File: config.mk
export PLATFORM = sky130hd
export DESIGN_NAME = usb_fs_rx_flat
export DESIGN_NICKNAME = d
export VERILOG_FILES = /design/src/rtl/usb_fs_rx_if.sv /design/src/rtl/usb_fs_rx.sv /design/src/flat_wrapper.sv
export SDC_FILE = /design/constraint.sdc
export NUM_CORES = 1
export LEC_CHECK = 0
export ABC_AREA = 0
export ABC_CLOCK_PERIOD_IN_PS = 3300
export CAP_MARGIN = 5
export CORE_UTILIZATION = 60
export CTS_CLUSTER_SIZE = 12
export DETAILED_ROUTE_END_ITERATION = 16
export PLACE_DENSITY = 0.81
export SKIP_LAST_GASP = 1
export SLEW_MARGIN = 10
export SYNTH_ARGS = -nofsm -noshare
export SYNTH_HDL_FRONTEND = slang
export SYNTH_SLANG_ARGS = --single-unit
File: constraint.sdc
create_clock -name clock48 -period 3.3 [get_ports clock48]
set_input_delay 0.66 -clock clock48 [delete_from_list [all_inputs] [get_ports clock48]]
set_output_delay 0.66 -clock clock48 [all_outputs]
set_load 0.02 [all_outputs]
File: src/rtl/usb_fs_rx_if.sv
// Receive-side bus from the USB full-speed receiver to the protocol engine.
interface usb_fs_rx_if;
    logic       rx_active;
    logic [7:0] rx_data;
    logic       rx_valid;
    logic       rx_end;
    logic       rx_error;
    logic       pid_error;
    logic       bus_reset;

    modport master (output rx_active, rx_data, rx_valid, rx_end, rx_error, pid_error, bus_reset);
    modport slave  (input  rx_active, rx_data, rx_valid, rx_end, rx_error, pid_error, bus_reset);
endinterface

File: src/rtl/usb_fs_rx.sv
// USB full-speed device receiver: 4x oversampled bit recovery, NRZI, SYNC, destuff, EOP, bus reset.
// Optional PID check on the first byte is built when USB_RX_PID_CHECK_EN is defined.
module usb_fs_rx #(
    parameter int RESET_SE0_CYCLES = 120,
    parameter int SYNC_MIN_ZEROS   = 3
) (
    input  logic        clock48,
    input  logic        reset_n,
    input  logic        usb_dp,
    input  logic        usb_dn,
    usb_fs_rx_if.master rx
);
    localparam logic [1:0] LS_SE0 = 2'b00;
    localparam logic [1:0] LS_K   = 2'b01;
    localparam logic [1:0] LS_J   = 2'b10;
    localparam logic [1:0] LS_SE1 = 2'b11;
    localparam logic [7:0] SE0_LAST = 8'(RESET_SE0_CYCLES - 1);
    localparam logic [2:0] SYNC_MIN = 3'(SYNC_MIN_ZEROS);

    typedef enum logic [2:0] {S_IDLE, S_SYNC, S_DATA, S_EOP, S_ERR_WAIT} state_e;

    logic [1:0] meta_q, line_q, prev_q, smp_q;
    logic [1:0] phase_q, phase_d;
    logic       sample, bit_d, take_bit;
    logic [7:0] se0_cnt_q;
    logic       bus_reset_q;
    state_e     state_q;
    logic [2:0] zero_cnt_q, ones_cnt_q, bit_cnt_q, j_cnt_q;
    logic       byte_seen_q, se0_seen_q;
    logic [7:0] shift_q, shift_d;
    logic       rx_active_q, rx_valid_q, rx_end_q, rx_error_q;

    // Phase restarts on every line transition so the sample lands mid-bit.
    assign phase_d  = (line_q != prev_q) ? 2'd0 : phase_q + 2'd1;
    assign sample   = (phase_d == 2'd2);
    assign bit_d    = (line_q == smp_q);
    assign shift_d  = {bit_d, shift_q[7:1]};
    assign take_bit = sample && !bus_reset_q && (state_q == S_DATA) &&
                      (line_q[1] ^ line_q[0]) && (ones_cnt_q != 3'd6);

    always_ff @(posedge clock48) begin
        if (!reset_n) begin
            meta_q  <= LS_J;
            line_q  <= LS_J;
            prev_q  <= LS_J;
            phase_q <= 2'd0;
        end else begin
            meta_q  <= {usb_dp, usb_dn};
            line_q  <= meta_q;
            prev_q  <= line_q;
            phase_q <= phase_d;
        end
    end

    always_ff @(posedge clock48) begin
        if (!reset_n) begin
            se0_cnt_q   <= 8'd0;
            bus_reset_q <= 1'b0;
        end else if (line_q == LS_SE0) begin
            if (se0_cnt_q != 8'hFF) se0_cnt_q <= se0_cnt_q + 8'd1;
            if (se0_cnt_q >= SE0_LAST) bus_reset_q <= 1'b1;
        end else begin
            se0_cnt_q   <= 8'd0;
            bus_reset_q <= 1'b0;
        end
    end

    always_ff @(posedge clock48) begin
        if (!reset_n) begin
            state_q     <= S_IDLE;
            smp_q       <= LS_J;
            zero_cnt_q  <= 3'd0;
            ones_cnt_q  <= 3'd0;
            bit_cnt_q   <= 3'd0;
            j_cnt_q     <= 3'd0;
            byte_seen_q <= 1'b0;
            se0_seen_q  <= 1'b0;
            shift_q     <= 8'd0;
            rx_active_q <= 1'b0;
            rx_valid_q  <= 1'b0;
            rx_end_q    <= 1'b0;
            rx_error_q  <= 1'b0;
        end else begin
            rx_valid_q <= 1'b0;
            rx_end_q   <= 1'b0;
            rx_error_q <= 1'b0;
            if (rx_end_q) rx_active_q <= 1'b0;
            if (sample) smp_q <= line_q;
            if (bus_reset_q) begin
                state_q     <= S_IDLE;
                rx_active_q <= 1'b0;
            end else if (sample) begin
                case (state_q)
                    S_IDLE: if (line_q == LS_K) begin
                        state_q    <= S_SYNC;
                        zero_cnt_q <= 3'd1;
                    end
                    S_SYNC: begin
                        if (line_q == LS_SE0 || line_q == LS_SE1) begin
                            state_q <= S_IDLE;
                        end else if (!bit_d) begin
                            if (zero_cnt_q != 3'd7) zero_cnt_q <= zero_cnt_q + 3'd1;
                        end else if (zero_cnt_q >= SYNC_MIN) begin
                            state_q     <= S_DATA;
                            rx_active_q <= 1'b1;
                            ones_cnt_q  <= 3'd1;
                            bit_cnt_q   <= 3'd0;
                            byte_seen_q <= 1'b0;
                        end else begin
                            state_q <= S_IDLE;
                        end
                    end
                    S_DATA: begin
                        if (line_q == LS_SE0) begin
                            rx_end_q   <= 1'b1;
                            rx_error_q <= (bit_cnt_q != 3'd0) || !byte_seen_q;
                            state_q    <= S_EOP;
                        end else if (line_q == LS_SE1 || (ones_cnt_q == 3'd6 && bit_d)) begin
                            rx_end_q   <= 1'b1;
                            rx_error_q <= 1'b1;
                            state_q    <= S_ERR_WAIT;
                            j_cnt_q    <= 3'd0;
                            se0_seen_q <= 1'b0;
                        end else if (ones_cnt_q == 3'd6) begin
                            ones_cnt_q <= 3'd0;
                        end else begin
                            shift_q    <= shift_d;
                            ones_cnt_q <= bit_d ? ones_cnt_q + 3'd1 : 3'd0;
                            bit_cnt_q  <= bit_cnt_q + 3'd1;
                            if (bit_cnt_q == 3'd7) begin
                                rx_valid_q  <= 1'b1;
                                byte_seen_q <= 1'b1;
                            end
                        end
                    end
                    S_EOP: begin
                        if (line_q == LS_J) begin
                            state_q <= S_IDLE;
                        end else if (line_q != LS_SE0) begin
                            state_q    <= S_ERR_WAIT;
                            j_cnt_q    <= 3'd0;
                            se0_seen_q <= 1'b0;
                        end
                    end
                    S_ERR_WAIT: begin
                        case (line_q)
                            LS_SE0: begin
                                se0_seen_q <= 1'b1;
                                j_cnt_q    <= 3'd0;
                            end
                            LS_J: begin
                                if (se0_seen_q || j_cnt_q == 3'd7) state_q <= S_IDLE;
                                else j_cnt_q <= j_cnt_q + 3'd1;
                            end
                            default: j_cnt_q <= 3'd0;
                        endcase
                    end
                    default: state_q <= S_IDLE;
                endcase
            end
        end
    end

`ifdef USB_RX_PID_CHECK_EN
    logic pid_err_q;

    // Held from the failing first byte until the packet's end pulse has been seen.
    always_ff @(posedge clock48) begin
        if (!reset_n || bus_reset_q || rx_end_q) begin
            pid_err_q <= 1'b0;
        end else if (take_bit && bit_cnt_q == 3'd7 && !byte_seen_q &&
                     shift_d[7:4] != ~shift_d[3:0]) begin
            pid_err_q <= 1'b1;
        end
    end

    assign rx.pid_error = pid_err_q;
`else
    assign rx.pid_error = 1'b0;
`endif

    assign rx.rx_active = rx_active_q;
    assign rx.rx_data   = shift_q;
    assign rx.rx_valid  = rx_valid_q;
    assign rx.rx_end    = rx_end_q;
    assign rx.rx_error  = rx_error_q;
    assign rx.bus_reset = bus_reset_q;
endmodule

File: src/flat_wrapper.sv
// flat-port wrapper written by rule: the top's interface ports become plain ports
module usb_fs_rx_flat 
#(
    parameter int RESET_SE0_CYCLES = 120,
    parameter int SYNC_MIN_ZEROS   = 3
)
  (clock48, reset_n, usb_dp, usb_dn, rx_rx_active, rx_rx_data, rx_rx_valid, rx_rx_end, rx_rx_error, rx_pid_error, rx_bus_reset);
  usb_fs_rx_if rx_i ();
  input  logic clock48;
  input  logic reset_n;
  input  logic usb_dp;
  input  logic usb_dn;
  output wire logic [$bits(rx_i.rx_active)-1:0] rx_rx_active;
  output wire logic [$bits(rx_i.rx_data)-1:0] rx_rx_data;
  output wire logic [$bits(rx_i.rx_valid)-1:0] rx_rx_valid;
  output wire logic [$bits(rx_i.rx_end)-1:0] rx_rx_end;
  output wire logic [$bits(rx_i.rx_error)-1:0] rx_rx_error;
  output wire logic [$bits(rx_i.pid_error)-1:0] rx_pid_error;
  output wire logic [$bits(rx_i.bus_reset)-1:0] rx_bus_reset;
  assign rx_rx_active = rx_i.rx_active;
  assign rx_rx_data = rx_i.rx_data;
  assign rx_rx_valid = rx_i.rx_valid;
  assign rx_rx_end = rx_i.rx_end;
  assign rx_rx_error = rx_i.rx_error;
  assign rx_pid_error = rx_i.pid_error;
  assign rx_bus_reset = rx_i.bus_reset;
  usb_fs_rx #(.RESET_SE0_CYCLES(RESET_SE0_CYCLES), .SYNC_MIN_ZEROS(SYNC_MIN_ZEROS)) u_core (.clock48(clock48), .reset_n(reset_n), .usb_dp(usb_dp), .usb_dn(usb_dn), .rx(rx_i));
endmodule
# --- Word-level counts from Yosys, hierarchy flattened ---
# Cells that the tools add are included.
word_totals:
  ff_bits: 48
  inputBits: 4
  word_cells: 156
  output_inout_bits: 14
op_classes:
  addsub: 6
  n_lt_le_gt_ge: 2
  n_eq_ne: 35
  muxes: 62
  n_reduce_logical: 25
  n_bitwise: 7
op_table:
  columns: ["operator", "count"]
  rows:
  - ["$mux 3", 31]
  - ["$reduce_and 8->1", 3]
  - ["$mux 1", 22]
  - ["$pmux 3 s2", 3]
  - ["$ne 2x1->1 const B", 8]
  - ["$ne 2x2->1 const B", 8]
  - ["$pmux 3 s5", 1]
  - ["$reduce_and 7->1", 2]
  - ["$add 3x1->3 const B", 4]
  - ["$eq 3x3->1 const B", 4]
  - ["$reduce_and 10->1", 1]
  - ["$ne 3x3->1 const B", 3]
  - ["$pmux 3 s3", 1]
  - ["$reduce_and 9->1", 1]
  - ["$add 8x1->8 const B", 1]
  - ["$ge 8x7->1 const B", 1]
  - ["$ne 8x8->1 const B", 1]
  - ["$not 1->1", 7]
  - ["$reduce_or 7->1", 1]
  - ["$eq 2x2->1 const B", 3]
  - ["$eq 3x2->1 const B", 2]
  - ["$ne 3x1->1 const B", 2]
  - ["$reduce_and 6->1", 1]
  - ["$reduce_bool 2->1", 3]
  - ["other kinds (18)", 23]

# --- Longest topological paths before layout ---
# Gate-level depths: netlist of run 1.
depth:
  word_depth: 6
  mapped_depth: 8
  depth_no_buf: 7

# --- Least setup slack after synthesis of run 1 ---
# Ideal clock, no wire load.
synth_timing:
  path_kind: "register to register"
  startpoint: "register u_core.line_q[0]"
  endpoint: "register u_core.j_cnt_q[0]"
  path_slack_ns: 1.294
  path_buffers: 1
  t_arrival_ns: 1.934
  path_stages_with_launch: 8
  period_less_slack_ns: 2.006
  required_ns: 3.228
  setup_time_ns: 0.072
  cell_sequence: "dfxtp_1 > inv_1 > ha_1 > clkbuf_8 > a2111oi_0 > o21ai_0 > nor2_1 > mux2i_1"
synth_between:
  elab_chain_len: 5
  word_cells_on_any_way: 18
  cone_classes: "10 x eq/ne; 3 x mux; 5 x reduce/logical"
synth_lines:
  columns: ["item", "line", "text"]
  rows:
  - ["start: declaration", "usb_fs_rx.sv:22", "logic [1:0] meta_q, line_q, prev_q, smp_q;"]
  - ["start signal: assignment", "usb_fs_rx.sv:49", "line_q <= meta_q;"]
  - ["$eq 2x2->1", "usb_fs_rx.sv:36", "assign bit_d = (line_q == smp_q);"]
  - ["$logic_and 1x1->1", "usb_fs_rx.sv:118", "end else if (line_q == LS_SE1 || (ones_cnt_q == 3'd6 && bit_d)) begin"]
  - ["$logic_or 1x1->1", "usb_fs_rx.sv:118", null]
  - ["$ne 2x2->1 (no line)", null, null]
  - ["$reduce_and 8->1 (no line)", null, null]
  - ["end signal: assignment", "usb_fs_rx.sv:153", "else j_cnt_q <= j_cnt_q + 3'd1;"]
  - ["end: declaration", "usb_fs_rx.sv:28", "logic [2:0] zero_cnt_q, ones_cnt_q, bit_cnt_q, j_cnt_q;"]
# Several ways; a longest one is shown, not always the timed one.
# A chain may end at the register's enable or synchronous reset.

# --- Worst setup path in the final report of run 1 ---
layout_timing:
  startpoint: "register u_core.line_q[0]"
  endpoint: "register u_core.shift_q[1], in the netlist u_core.rx.rx_data[1]"
layout_between:
  elab_chain_len: 5
  word_cells_on_any_way: 11
  cone_classes: "4 x eq/ne; 1 x mux; 2 x bitwise; 4 x reduce/logical"
layout_lines:
  columns: ["item", "line", "text"]
  rows:
  - ["branches (longest 4 deep; another with $ne 2x2->1)", null, null]
  - ["$reduce_and 6->1 (no line) (*)", null, null]
  - ["end signal: assignment", "usb_fs_rx.sv:127", "shift_q <= shift_d;"]
  - ["end: declaration", "usb_fs_rx.sv:30", "logic [7:0] shift_q, shift_d;"]
# Mark *: on every way between the ends.

==> flow_metrics.py, run 1 <==
metrics = {
    "global_route": {
        "antenna_found_initial": 0,
        "grt.met1_usage_pct": 28.2,
        "grt_max_degree": 16,
        "use_met3_pct": 7.07,
        "grt_pass1_wl_microns": 7500,
        "met2_usage_pct": 35.3,
        "track_usage_pct": 22.5,
        "busiest_layer": "met2",
        "grt_overflow": 0,
        "grt_pass1_vias": 1694,
    },
    "timing": {
        "rsz0062_at_grt": "no",
        "worst_slew_pin_slew_ps": 575,
        "maxSlewViolCount": 0,
        "setup_violations": 0,
        "fin_crit_ps": 2400,
        "slew_headroom_pct": 61.6,
        "period_share_pct": 72.8,
        "skew_ps": 8.45,
        "clock.fmax_ghz": 0.416,
        "hold_viol": 0,
        "fin_tns_setup_ps": 0,
    },
    "yosys": {
        "yosys-top-cells-area": "dfxtp_1 39%, ha_1 7.5%, mux2i_1 4.8%, nor2_1 4.1%, nand2_1 3.2%",
        "yosysWarnings": 0,
        "synth-main-ff-cell": "dfxtp_1",
        "synth_cell_types": 58,
        "ys_seq_area_share_pct": 38.6,
        "synth_area_sq_um": 2490,
        "synth_edf_count": 0,
        "yosysTopAreaCellShare_pct": 38.6,
        "syn_area_per_cell_sq_um": 9.39,
        "synthesis.nets": 284,
        "async_flop_share_pct": 0,
        "synth_top_cell_by_area": "dfxtp_1",
        "synth_cells": 265,
        "ys_ff_latch": 48,
    },
    "power": {
        "vdd_ir_drop_max_mv": 0.350,
        "p_sw_uw": 241,
        "p_leak_uw": 0.00101,
        "seq_power_share_pct": 57.9,
        "internal_power_uw": 783,
        "swShare_pct": 23.5,
        "clockPowerShare_pct": 34.7,
        "powerDensity_nw_per_um2": 374,
        "pwr-share-comb_pct": 7.5,
    },
    "critical_path": {
        "rr_startpoint": "u_core.line_q[0]",
        "crit_type": "reg2reg",
        "start_kind": "flop",
        "worst_r2r_endpoint": "u_core.rx.rx_data[1]",
        "worstPathRequired_ps": 3500,
        "reg2reg_depth": 7,
        "path_buf_inv": 1,
        "crit_path_max_incr_delay_ps": 510,
        "path_cells": "inv_1, ha_1, and2b_2, and2_1, and3_1, mux2i_1, nor2b_1",
        "end_kind": "flop",
        "worstSetupStartpoint": "u_core.line_q[0]",
        "rrSetupSlack_ps": 900,
        "critPathMaxFanout": 11,
        "cp_top_family": "simple AND/OR/NAND/NOR gates",
        "cpMaxStageDelayCell": "dfxtp_1",
        "worstPathArrival_ps": 2600,
    },
    "cts": {
        "cts_tree": "built",
        "htreeDepth": 2,
        "clock_latency_ps": 310,
        "clock-root-buffer": "clkbuf_8",
        "cts_buffer_depth": 2,
        "numCtsBuffers": 5,
        "holdBufCountCts": 0,
        "cts-resized-gates": 0,
        "path_clk_slew_ps": 80,
        "post_cts_buffers": 0,
        "clock_sinks": 48,
    },
    "layout": {
        "regArea_sq_um": 961,
        "postLayoutCellArea_sq_um": 2740,
        "layout-drive-gt1-share_pct": 11.4,
        "nFillCells": 343,
        "area_growth_pct": 10.1,
        "nets": 298,
        "diodes": 0,
        "multi_input_comb_area_sq_um": 1410,
    },
    "placement": {
        "portBuffers": 16,
        "dp_hpwl_microns": 3240,
        "routabilityCongestion": 0.822,
        "placed_area_sq_um": 2650,
    },
    "route": {
        "antenna_left": 0,
        "drtPass1Iterations": 4,
        "vias": 1885,
        "dr.first_iter.drc_count": 93,
        "post_drt_wl_per_cell_microns": 13.5,
        "wl_microns": 4470,
        "post_drt_via_cell_ratio": 5.71,
        "drc": 0,
    },
    "min_path": {
        "holdPathStages": 1,
        "hp-start": "u_core.meta_q[1]",
        "holdPathEnd": "u_core.line_q[1]",
        "min_path_type": "reg2reg",
    },
    "floorplanning": {
        "start_util_pct": 62.2,
        "die_y_microns": 66.4,
        "die_w_microns": 66.4,
        "dieArea_sq_um": 4410,
        "ios": 18,
        "row_count": 23,
        "core-area_sq_um": 4000,
    },
    "run": {
        "maxCapViolations": 0,
    },
    "run_status": {
        "status": "finished clean",
    },
}
## cells in the mapped netlist (2+ instances only)
library cell,number
and3_1,6
buf_2,2
nor2b_1,12
o21ai_0,6
xor2_1,2
nor4_2,2
nand3_1,7
clkbuf_1,4
nor2_1,27
a31oi_1,2
o211ai_1,2
a211oi_2,2
mux2i_1,12
and2_1,10
xnor2_2,2
inv_1,9
ha_1,15
dfxtp_1,48
buf_4,2
nor4_1,2
nand4_1,4
nand2_1,21
o21ai_1,5
a2111oi_0,2
nor3b_1,5
a21oi_1,11
nand2b_1,5
a31o_1,2
nor3_1,4
o31ai_1,2
a32o_2,2
clkbuf_8,2
## flip-flops by register name, indices dropped and copies added (netlist names)
signal	flops
u_core.prev_q	2
u_core.zero_cnt_q	3
u_core.rx.rx_data	8
u_core.se0_cnt_q	8
u_core.rx.rx_error	1
u_core.state_q	3
u_core.ones_cnt_q	3
u_core.j_cnt_q	3
u_core.rx.rx_valid	1
u_core.line_q	2
u_core.meta_q	2
u_core.rx.rx_active	1
u_core.se0_seen_q	1
u_core.rx.bus_reset	1
u_core.byte_seen_q	1
u_core.bit_cnt_q	3
u_core.phase_q	2
u_core.rx.rx_end	1
u_core.smp_q	2
## kinds of logic (layout without fill, tap and decap cells)
group	after synthesis	in the layout	synth area share [%]
multiplexers	12	12	4.83
XOR/XNOR	6	6	3.02
buffers and inverters	21	36	4.88
other	1	1	0.151
adder cells (fa/ha/maj)	15	15	7.54
flip-flops	48	48	38.6
AO/OA/AOI/OAI	48	48	15.2
AND/OR/NAND/NOR	114	114	25.7
## worst max-delay path by stage
stage	to	slack, ps	depth (start not counted)
floorplan	u_core.j_cnt_q[0]	1290	7
global placement	u_core.state_q[0]	880	6
detailed placement	u_core.rx.rx_data[1]	870	7
CTS	u_core.rx.rx_data[1]	860	7
global route	u_core.rx.rx_data[1]	740	7
finish	u_core.rx.rx_data[1]	900	7
## worst reg2reg max path: stages, from the launching register on
cell and delay (ps):
dfxtp_1 510, inv_1 130, ha_1 370, and2b_2 300, and2_1 180, and3_1 490, mux2i_1 260, nor2b_1 60
## through the flow
stage	setup slack, ps	total power (uW)	utilization [%]	instances	hold WS (ps)
final	899	1020	68.5	330	415
after CTS	863	1040	68.5	330	417
after detailed placement	870	682	66.2	322	396
after global routing	741	1070	68.5	330	458
after floorplan	1290	665	-	265	386
after global placement	882	681	66.2	322	390
## placed cells by master (no fill, tap or decap), types with 3 or more instances in the layout
cell type	count
a21oi_1	11
and2_1	10
and3_1	6
buf_4	3
clkbuf_8	6
clkdlybuf4s50_1	16
dfxtp_1	48
ha_1	15
inv_1	9
mux2i_1	12
nand2_1	21
nand2b_1	5
nand3_1	7
nand4_1	4
nor2_1	27
nor2b_1	12
nor3_1	4
nor3b_1	5
o21ai_0	6
o21ai_1	5
## area by class of cell
class,count,area share [%]
tap,50,2.28
multi-input combinational,196,51.3
clock inverter,2,0.365
sequential,48,35.1
clock buffer,6,3.02
timing repair buffer,19,6.67
inverter,9,1.23
## routing by layer
metal / wire length (microns) / share of wire, %
met5: 0 / 0
met4: 80 / 1.8
met3: 207 / 4.6
met2: 2070 / 46
met1: 2110 / 47
## power groups by stage
stage / clock [uW] / sequential, uW / combinational [uW]
after global routing: 391 / 594 / 84.5
after detailed placement: 0 / 606 / 75.5
after floorplan: 0 / 605 / 60.1
after global placement: 0 / 606 / 74.9
after CTS: 368 / 592 / 76.3
final: 355 / 592 / 76.5
No activity file was read; power rests on OpenSTA's default activity.
==> run 2, diff against run 1 <==
--- a/config.mk
+++ b/config.mk
@@ -6,12 +6,12 @@
 export NUM_CORES = 1
 export LEC_CHECK = 0
 export ABC_AREA = 0
-export ABC_CLOCK_PERIOD_IN_PS = 3300
+export ABC_CLOCK_PERIOD_IN_PS = 2250
 export CAP_MARGIN = 5
-export CORE_UTILIZATION = 60
+export CORE_UTILIZATION = 58
 export CTS_CLUSTER_SIZE = 12
 export DETAILED_ROUTE_END_ITERATION = 16
-export PLACE_DENSITY = 0.81
+export PLACE_DENSITY = 0.79
 export SKIP_LAST_GASP = 1
 export SLEW_MARGIN = 10
 export SYNTH_ARGS = -nofsm -noshare
==> constraint.sdc (replaced) <==
create_clock -name clock48 -period 2.25 [get_ports clock48]
set_input_delay 0.45 -clock clock48 [delete_from_list [all_inputs] [get_ports clock48]]
set_output_delay 0.45 -clock clock48 [all_outputs]
set_load 0.02 [all_outputs]
==> run 2 against run 1 <==
Compared with the run above: critical path depth unchanged; clock skew fell by 2.0 ps; die area grew 3.4%; clock-buffer cell count unchanged; routed wire length grew 2.1%; sequential share of layout area is 0.78 points lower; critical path type unchanged; largest cell class unchanged; largest power group unchanged; highest routed layer unchanged.
==> flow_metrics.py, run 2 (synthesis results as in run 1) <==
metrics = {
    "run_status": {
        "status": "finished clean",
    },
    "timing": {
        "fin_tns_setup_ps": 0,
        "rsz0062_at_grt": "no",
        "slew_headroom_pct": 65.8,
        "fin_crit_ps": 2050,
        "skew_ps": 6.46,
        "setup_violations": 0,
        "maxSlewViolCount": 0,
        "hold_viol": 0,
        "clock.fmax_ghz": 0.488,
        "worst_slew_pin_slew_ps": 499,
        "period_share_pct": 91.1,
    },
    "route": {
        "post_drt_wl_per_cell_microns": 13.6,
        "dr.first_iter.drc_count": 88,
        "wl_microns": 4560,
        "drtPass1Iterations": 4,
        "drc": 0,
        "antenna_left": 0,
        "vias": 1912,
        "post_drt_via_cell_ratio": 5.71,
    },
    "layout": {
        "layout-drive-gt1-share_pct": 13.7,
        "layout_common_cells": "48 x dfxtp_1, 26 x nor2_1, 21 x nand2_1",
        "nets": 303,
        "multi_input_comb_area_sq_um": 1410,
        "area_growth_pct": 12.6,
        "nFillCells": 333,
        "diodes": 0,
        "final_common_cell": "dfxtp_1",
        "regArea_sq_um": 961,
    },
    "global_route": {
        "track_usage_pct": 22.7,
        "grt_pass1_vias": 1707,
        "grt_max_degree": 33,
        "antenna_found_initial": 0,
        "grt_pass1_wl_microns": 7670,
        "grt_overflow": 0,
    },
    "cts": {
        "path_clk_slew_ps": 80,
        "clock-root-buffer": "clkbuf_8",
        "cts_tree": "built",
        "numCtsBuffers": 5,
        "clock_latency_ps": 310,
        "cts_buffer_depth": 2,
        "post_cts_buffers": 0,
        "htreeDepth": 2,
        "clock_sinks": 48,
        "holdBufCountCts": 0,
    },
    "placement": {
        "portBuffers": 16,
        "routabilityCongestion": 0.879,
        "dp_hpwl_microns": 3340,
    },
    "critical_path": {
        "worstPathRequired_ps": 2450,
        "rrSetupSlack_ps": 200,
        "critPathMaxFanout": 5,
        "end_kind": "flop",
        "crit_type": "reg2reg",
        "worstPathArrival_ps": 2250,
        "start_kind": "flop",
    },
    "power": {
        "p_leak_uw": 0.00104,
        "power_uw": 1530,
        "powerDensity_nw_per_um2": 545,
        "vdd_ir_drop_max_mv": 0.405,
    },
    "floorplanning": {
        "row_count": 23,
        "start_util_pct": 61.3,
        "dieArea_sq_um": 4560,
        "die_y_microns": 67.5,
        "core-area_sq_um": 4060,
        "ios": 18,
        "die_w_microns": 67.5,
    },
    "min_path": {
        "min_path_type": "reg2reg",
    },
    "run": {
        "maxCapViolations": 0,
    },
}
-- run 2: cell count changes in the layout (fill, tap and decap cells not counted), sizes merged --
cell,previous run,this run
clkinvlp,0,2
clkinv,2,0
buf,3,8
-- run 2: report_power, final --
part           internal [uW]  switching (uW)
Combinational           48.7            71.5
Sequential               859            9.26
Clock                    249             289
Total                   1160             370
-- run 2: layout make-up --
class                   count  area share (%)
inverters                   9            1.21
clock inverters             2           0.536
repair buffers             24            8.31
flip-flops and latches     48            34.3
clock buffers               6            2.95
multi-input cells         196            50.5
well taps                  50            2.23
-- run 2: metrics by stage --
step	util, %	setup WS [ps]	area, sq um	cells	hold slack, ps
6_report	69.0	200	2800	335	421
3_3_place_gp	66.5	255	2700	327	397
3_5_place_dp	66.5	209	2700	327	398
5_1_grt	69.0	56.2	2800	335	466
2_1_floorplan	-	244	2490	265	386
4_1_cts	68.9	189	2790	335	424
-- run 2: worst max-delay path: stages, from the launching register on --
cell	delay [ps]
dfxtp_1	450
inv_1	140
ha_1	310
and4bb_2	270
nand4_4	170
a21oi_4	250
o21ai_2	100
a32o_2	260
-- run 2: final timing paths --
path	startpoint	end	cells past startpoint
worst max-delay path	u_core.line_q[1]	u_core.bit_cnt_q[1]	7
worst min-delay path	u_core.meta_q[1]	u_core.line_q[1]	1
worst max register to register	u_core.line_q[1]	u_core.bit_cnt_q[1]	7
worst min register to register	u_core.meta_q[1]	u_core.line_q[1]	1
-- run 2: routing by layer --
layer,vias to the layer above,GRT usage (%),routed length [microns],share of wire (%)
met4,0,9.84,95,2.1
met5,-,0,0,0
met3,12,5.41,208,4.6
li1,972,-,-,-
met1,879,29.7,2180,48
met2,49,35.4,2080,46
-- run 2: timing repair --
item / in CTS / in global routing
gates resized for setup: 0 / 2
endpoints found under the setup margin: 0 / 4
endpoints found under the hold margin: 0 / 0
==> RTL change 1: new RTL, settings of run 2 <==
The 5 states of `state_e` get a one-hot encoding in 5 bits.
--- a/src/rtl/usb_fs_rx.sv
+++ b/src/rtl/usb_fs_rx.sv
@@ -17,7 +17,7 @@
     localparam logic [7:0] SE0_LAST = 8'(RESET_SE0_CYCLES - 1);
     localparam logic [2:0] SYNC_MIN = 3'(SYNC_MIN_ZEROS);
 
-    typedef enum logic [2:0] {S_IDLE, S_SYNC, S_DATA, S_EOP, S_ERR_WAIT} state_e;
+    typedef enum logic [4:0] {S_IDLE = 5'b00001, S_SYNC = 5'b00010, S_DATA = 5'b00100, S_EOP = 5'b01000, S_ERR_WAIT = 5'b10000} state_e;
 
     logic [1:0] meta_q, line_q, prev_q, smp_q;
     logic [1:0] phase_q, phase_d;
Formal check against the unedited RTL: same outputs for any inputs over 10 cycles, from zero or initial values and one cycle with reset_n low; not proved beyond that.
==> RTL change 1 against run 2 <==
  * Via count is 14% higher
  * Area after synthesis up 5.1%
  * Worst setup slack worse by 0.0020 ns
  * Sequential share of layout area shrank 0.50 points
  * First-iteration DRC count grew 120%
  * Design area is 5.7% higher
  * Count of clock-buffer cells in the layout is the same
  * Sequential cell count grew 2
  * Worst hold slack better by 0.011 ns
  * Routed wire length grew 16%
  * Total power up 2.5%
  * Core utilization down 1.0 points
  * Final cell count is 11% higher
  * Critical path type unchanged
  * Highest routed layer unchanged
==> RTL change 1: results (changes against run 2) <==
- WHS: 0.432 ns (+0.0107 ns)
- First-pass DRT Iterations: 4 (unchanged)
- Yosys cell types: 62 (+6.9%)
- Sequential element share of the synthesized area: 38.3% (-0.33 points)
- N_diodes: 0 (unchanged)
- Routed Wire Length: 5.30 mm (+16%)
- Post-synth ARST share: 0% (unchanged)
- Gates resized, CTS repair: 0 (unchanged)
- Via/cell ratio: 5.89 (+3.2%)
- H-tree Lvls: 2 (unchanged)
- Share of cells above drive strength 1: 9.72% (-4.0 points)
- Largest net degree at the start of global routing: 28 (-15%)
- Final hold viol count: 0 (unchanged)
- Clk slew on worst S/H paths: 0.09 ns
- Min-delay worst type: reg -> reg
- Slew headroom: 63.6% (-2.3 points)
- Leakage: 0.00110 uW (+5.2%)
- Initial antenna violation count: 0 (unchanged)
- Clock Latency Late Sink: about 0.30 ns
- Post-CTS Setup Bufs: 0 (unchanged)
- Outcome: finished clean
- Avg Inst Size Synth: 8.83 um^2 (-5.9%)
- Final nets: 337 (+11%)
- IO Port Bufs: 16 (unchanged)
- Clock root buffer: clkbuf_8
- Hold Path Depth: 1 (unchanged)
- CTS Buf Count: 5 (unchanged)
- GP Congestion: 0.866 (-1.5%)
- Peak supply drop: 451 uV (+11%)
- Critical Path Fanout Max: 6 (+1)
- GRT Total Usage: 23.7% (+0.94 points)
- Global-route wire length before repair: 9.35 mm (+22%)
- WHS Endpoint: u_core.line_q[1]
- Top post-synthesis cells by area: dfxtp_1, ha_1, mux2i_1
- Filler cells: 347 (+4.2%)
- Number of global-route vias before repair: 2,021 (+18%)
- Total negative slack: 0 ns (unchanged)
- HPWL after DPL: 3.86 mm (+16%)
- Pint: 1190 uW (+2.9%)
- Reg2reg end: u_core.rx.rx_error
- Initial detailed-routing violation count: 195 (+120%)
- Worst reg-to-reg path cell count: 6 (-1)
- Reg2Reg Launch Point: u_core.line_q[1]
- Syn Nets: 315 (+11%)
- Placed cells: 363 (+11%)
- Commonest cells post-synth: dfxtp_1, nor2_1, nand2_1
- Hold Path Origin: u_core.meta_q[1]
- Via count: 2,186 (+14%)
- Syn. warnings: 0 (unchanged)
- Clk_skew: 0.00757 ns (+0.00112 ns)
- Flop2flop setup slack: a little under 0.2 ns
RTL change 1: cell types whose count changed after synthesis, moves of 5 or more:
cell            run 2  this run
nor2_1             27        35
and2_1             10         5
nor3_1              4        12
nor2b_1            12         1
nand3_1             7        16
o21ai_0             6        12
RTL change 1: worst max-delay path by stage:
| stage | start | to |
|---|---|---|
| global route | u_core.ones_cnt_q[0] | u_core.ones_cnt_q[2] |
| finish | u_core.line_q[1] | u_core.rx.rx_error |
| CTS | u_core.line_q[1] | u_core.rx.rx_error |
| global placement | u_core.line_q[1] | u_core.rx.rx_error |
| detailed placement | u_core.line_q[1] | u_core.rx.rx_error |
| floorplan | u_core.line_q[0] | u_core.bit_cnt_q[0] |
RTL change 1: cell families (layout without fill, tap and decap cells):
logic type	Yosys count	count (layout)	share of synthesized area [%]
buffers and inverters	22	45	3.73
other	1	1	0.143
multiplexers	14	14	5.36
flip-flops	50	50	38.3
AO/OA/AOI/OAI	50	50	12.8
adder cells (fa/ha/maj)	15	15	7.18
XOR/XNOR	9	9	3.59
AND/OR/NAND/NOR	135	135	28.9
RTL change 1: through the flow:
stage	setup slack, ns	instance area (um^2)
6_report	0.198	2960
3_5_place_dp	0.232	2870
4_1_cts	0.216	2960
2_1_floorplan	0.0928	2620
5_1_grt	0.0254	2960
3_3_place_gp	0.226	2870
RTL change 1: area by class of cell:
type	instances	area, um^2	area share, %
multi-input combinational	224	1520	51.2
sequential	50	1000	33.8
timing repair buffer	28	250	8.45
clock buffer	6	82.6	2.79
tap	52	65.1	2.20
inverter	9	33.8	1.14
clock inverter	2	12.5	0.422
RTL change 1: layer usage:
layer	vias up	wire (um)	global-route usage, %
li1	1115	-	-
met1	1009	2600	33.0
met2	56	2430	37.6
met3	6	220	4.53
met4	0	48	5.90
met5	-	0	0
RTL change 1: worst max-delay path, stage by stage (launching register included):
cell,delay (ns)
dfxtp_1,0.32
buf_4,0.15
xnor2_1,0.34
a31oi_1,0.27
a2111oi_0,0.60
buf_4,0.21
and2_1,0.11
RTL change 1: power groups by stage:
stage	clock network (uW)	logic, uW	registers, uW
after floorplan	0	88.4	926
after global placement	0	120	926
final	537	122	906
after detailed placement	0	121	926
after CTS	553	122	906
after global routing	590	134	907
==> RTL change 2: new RTL, settings of run 2 <==
Made on the original files. `RESET_SE0_CYCLES` is set to 120 in 2 places; all go to 64.
--- a/src/rtl/usb_fs_rx.sv
+++ b/src/rtl/usb_fs_rx.sv
@@ -1,7 +1,7 @@
 // USB full-speed device receiver: 4x oversampled bit recovery, NRZI, SYNC, destuff, EOP, bus reset.
 // Optional PID check on the first byte is built when USB_RX_PID_CHECK_EN is defined.
 module usb_fs_rx #(
-    parameter int RESET_SE0_CYCLES = 120,
+    parameter int RESET_SE0_CYCLES = 64,
     parameter int SYNC_MIN_ZEROS   = 3
 ) (
     input  logic        clock48,
--- a/src/flat_wrapper.sv
+++ b/src/flat_wrapper.sv
@@ -1,7 +1,7 @@
 // flat-port wrapper written by rule: the top's interface ports become plain ports
 module usb_fs_rx_flat 
 #(
-    parameter int RESET_SE0_CYCLES = 120,
+    parameter int RESET_SE0_CYCLES = 64,
     parameter int SYNC_MIN_ZEROS   = 3
 )
   (clock48, reset_n, usb_dp, usb_dn, rx_rx_active, rx_rx_data, rx_rx_valid, rx_rx_end, rx_rx_error, rx_pid_error, rx_bus_reset);
Behaviour: no difference found for any inputs over 10 cycles, from zero or initial values and one cycle with reset_n low; that may be too few to reach the edited logic, so the function may still have changed.
==> RTL change 2 against run 2 <==
  * Worst setup slack better by 0.031 ns
  * Routed wire length is 7.9% higher
  * Critical path depth stayed put
  * Sequential power hardly changed
  * Count of clock-buffer cells in the layout stayed put
  * Via count is 2.7% higher
  * Clock skew is 0.0029 ns lower
  * Total power is 7.3% higher
  * Critical endpoint is now u_core.rx.rx_data[7]
  * Area after synthesis is 3.7% lower
  * Global-route usage is 2.5 points higher
  * Sequential cell count stayed put
  * Design area is 0.58% lower
==> RTL change 2: results (changes against run 2) <==
- Clock Latency Late Sink: 0.30 ns
- Critical Path Fanout Max: 9 (+4)
- Post-synthesis mux area share: 7.15% (+2.3 points)
- Switching pwr: 371 uW (+0.30%)
- Post-CTS Setup Bufs: 0 (unchanged)
- Clock root buffer: clkbuf_8
- Wirelength per Cell: 14.4 um (+5.7%)
- Global-route wire length before repair: 8.26 mm (+7.7%)
- Post-synthesis compound-gate area fraction: 13.0% (-2.2 points)
- GRT Total Usage: 25.2% (+2.5 points)
- H-tree Lvls: 2 (unchanged)
- Leakage: 0.00118 uW (+13%)
- Outcome: finished clean
- Worst reg-to-reg path cell count: 7 (unchanged)
- Final nets: 312 (+3.0%)
- Via count: 1,964 (+2.7%)
- Clk_skew: 0.00354 ns (-0.00292 ns)
- Min-delay worst type: reg -> reg
- Initial detailed-routing violation count: 111 (+26%)
- HPWL after DPL: 3.64 mm (+8.8%)
- Filler cells: 290 (-13%)
- Initial antenna violation count: 0 (unchanged)
- Adder-cell share of the synthesized area: 7.83% (+0.29 points)
- Syn Nets: 286 (+0.70%)
- Largest net degree at the start of global routing: 16 (-52%)
- Sequential element share of the synthesized area: 40.1% (+1.5 points)
- Share of cells above drive strength 1: 10.9% (-2.8 points)
- Xor and xnor fraction of the mapped netlist area: 3.92% (+0.90 points)
- Top FF cell, synth: dfxtp_1
- First-pass DRT Iterations: 4 (unchanged)
- Top post-synthesis cells by area: dfxtp_1, ha_1, mux2i_1
- Yosys cell types: 52 (-10%)
- CTS Buf Count: 5 (unchanged)
- Syn. warnings: 0 (unchanged)
- GP Congestion: 0.905 (+2.9%)
- Slew headroom: 66.3% (+0.49 points)
- Gates resized, CTS repair: 0 (unchanged)
- CP arrival: 2.22 ns (-0.03 ns)
- Commonest cells post-synth: dfxtp_1, nand2_1, nor2_1
- Number of global-route vias before repair: 1,810 (+6.0%)
- Peak supply drop: 493 uV (+22%)
RTL change 2: area by class of cell:
type	count	area (um^2)	area share (%)
multi-input cells	199	1350	48.5
flip-flops and latches	48	961	34.5
repair buffers	28	250	8.98
clock inverters	2	38.8	1.39
clock buffers	6	82.6	2.96
inverters	11	41.3	1.48
well taps	48	60.1	2.16
RTL change 2: critical path: stages, from the launching register on:
cell and delay, ns:
dfxtp_1 0.32, buf_4 0.16, ha_1 0.23, a21oi_1 0.26, nand4_1 0.21, or3_4 0.47
mux2i_1 0.20, nor2_1 0.06
RTL change 2: routing by layer:
layer  part of all wire [%]  routed length (um)  global-route usage [%]  up-vias
met4                    1.7                  82                    8.78        0
met5                      0                   0                       0        -
met1                     49                2420                    33.7      911
li1                       -                   -                       -      990
met3                    4.9                 240                    6.21       10
met2                     44                2180                    39.3       53
RTL change 2: final timing paths:
path / start / slack (ns) / end
max reg2reg: u_core.line_q[0] / 0.23 / u_core.rx.rx_data[7]
min reg2reg: u_core.meta_q[1] / 0.42 / u_core.line_q[1]
min: u_core.meta_q[1] / 0.42 / u_core.line_q[1]
max: u_core.line_q[0] / 0.23 / u_core.rx.rx_data[7]
RTL change 2: power by group through the flow:
stage	combinational, uW	sequential [uW]	clock [uW]
after floorplan	79.8	888	0
after global placement	112	888	0
after detailed placement	115	889	0
after CTS	116	869	663
after global routing	128	871	696
final	119	869	651
RTL change 2: metrics by stage:
step	util (%)	total power (uW)	area, um^2	setup slack, ns	std cells
finish	73.3	1640	2790	0.231	342
global route	73.3	1690	2790	0.0873	342
CTS	73.2	1650	2780	0.117	342
detailed placement	70.0	1000	2660	0.147	334
global placement	70.0	1000	2660	0.202	334
floorplan	-	968	2400	0.0990	267
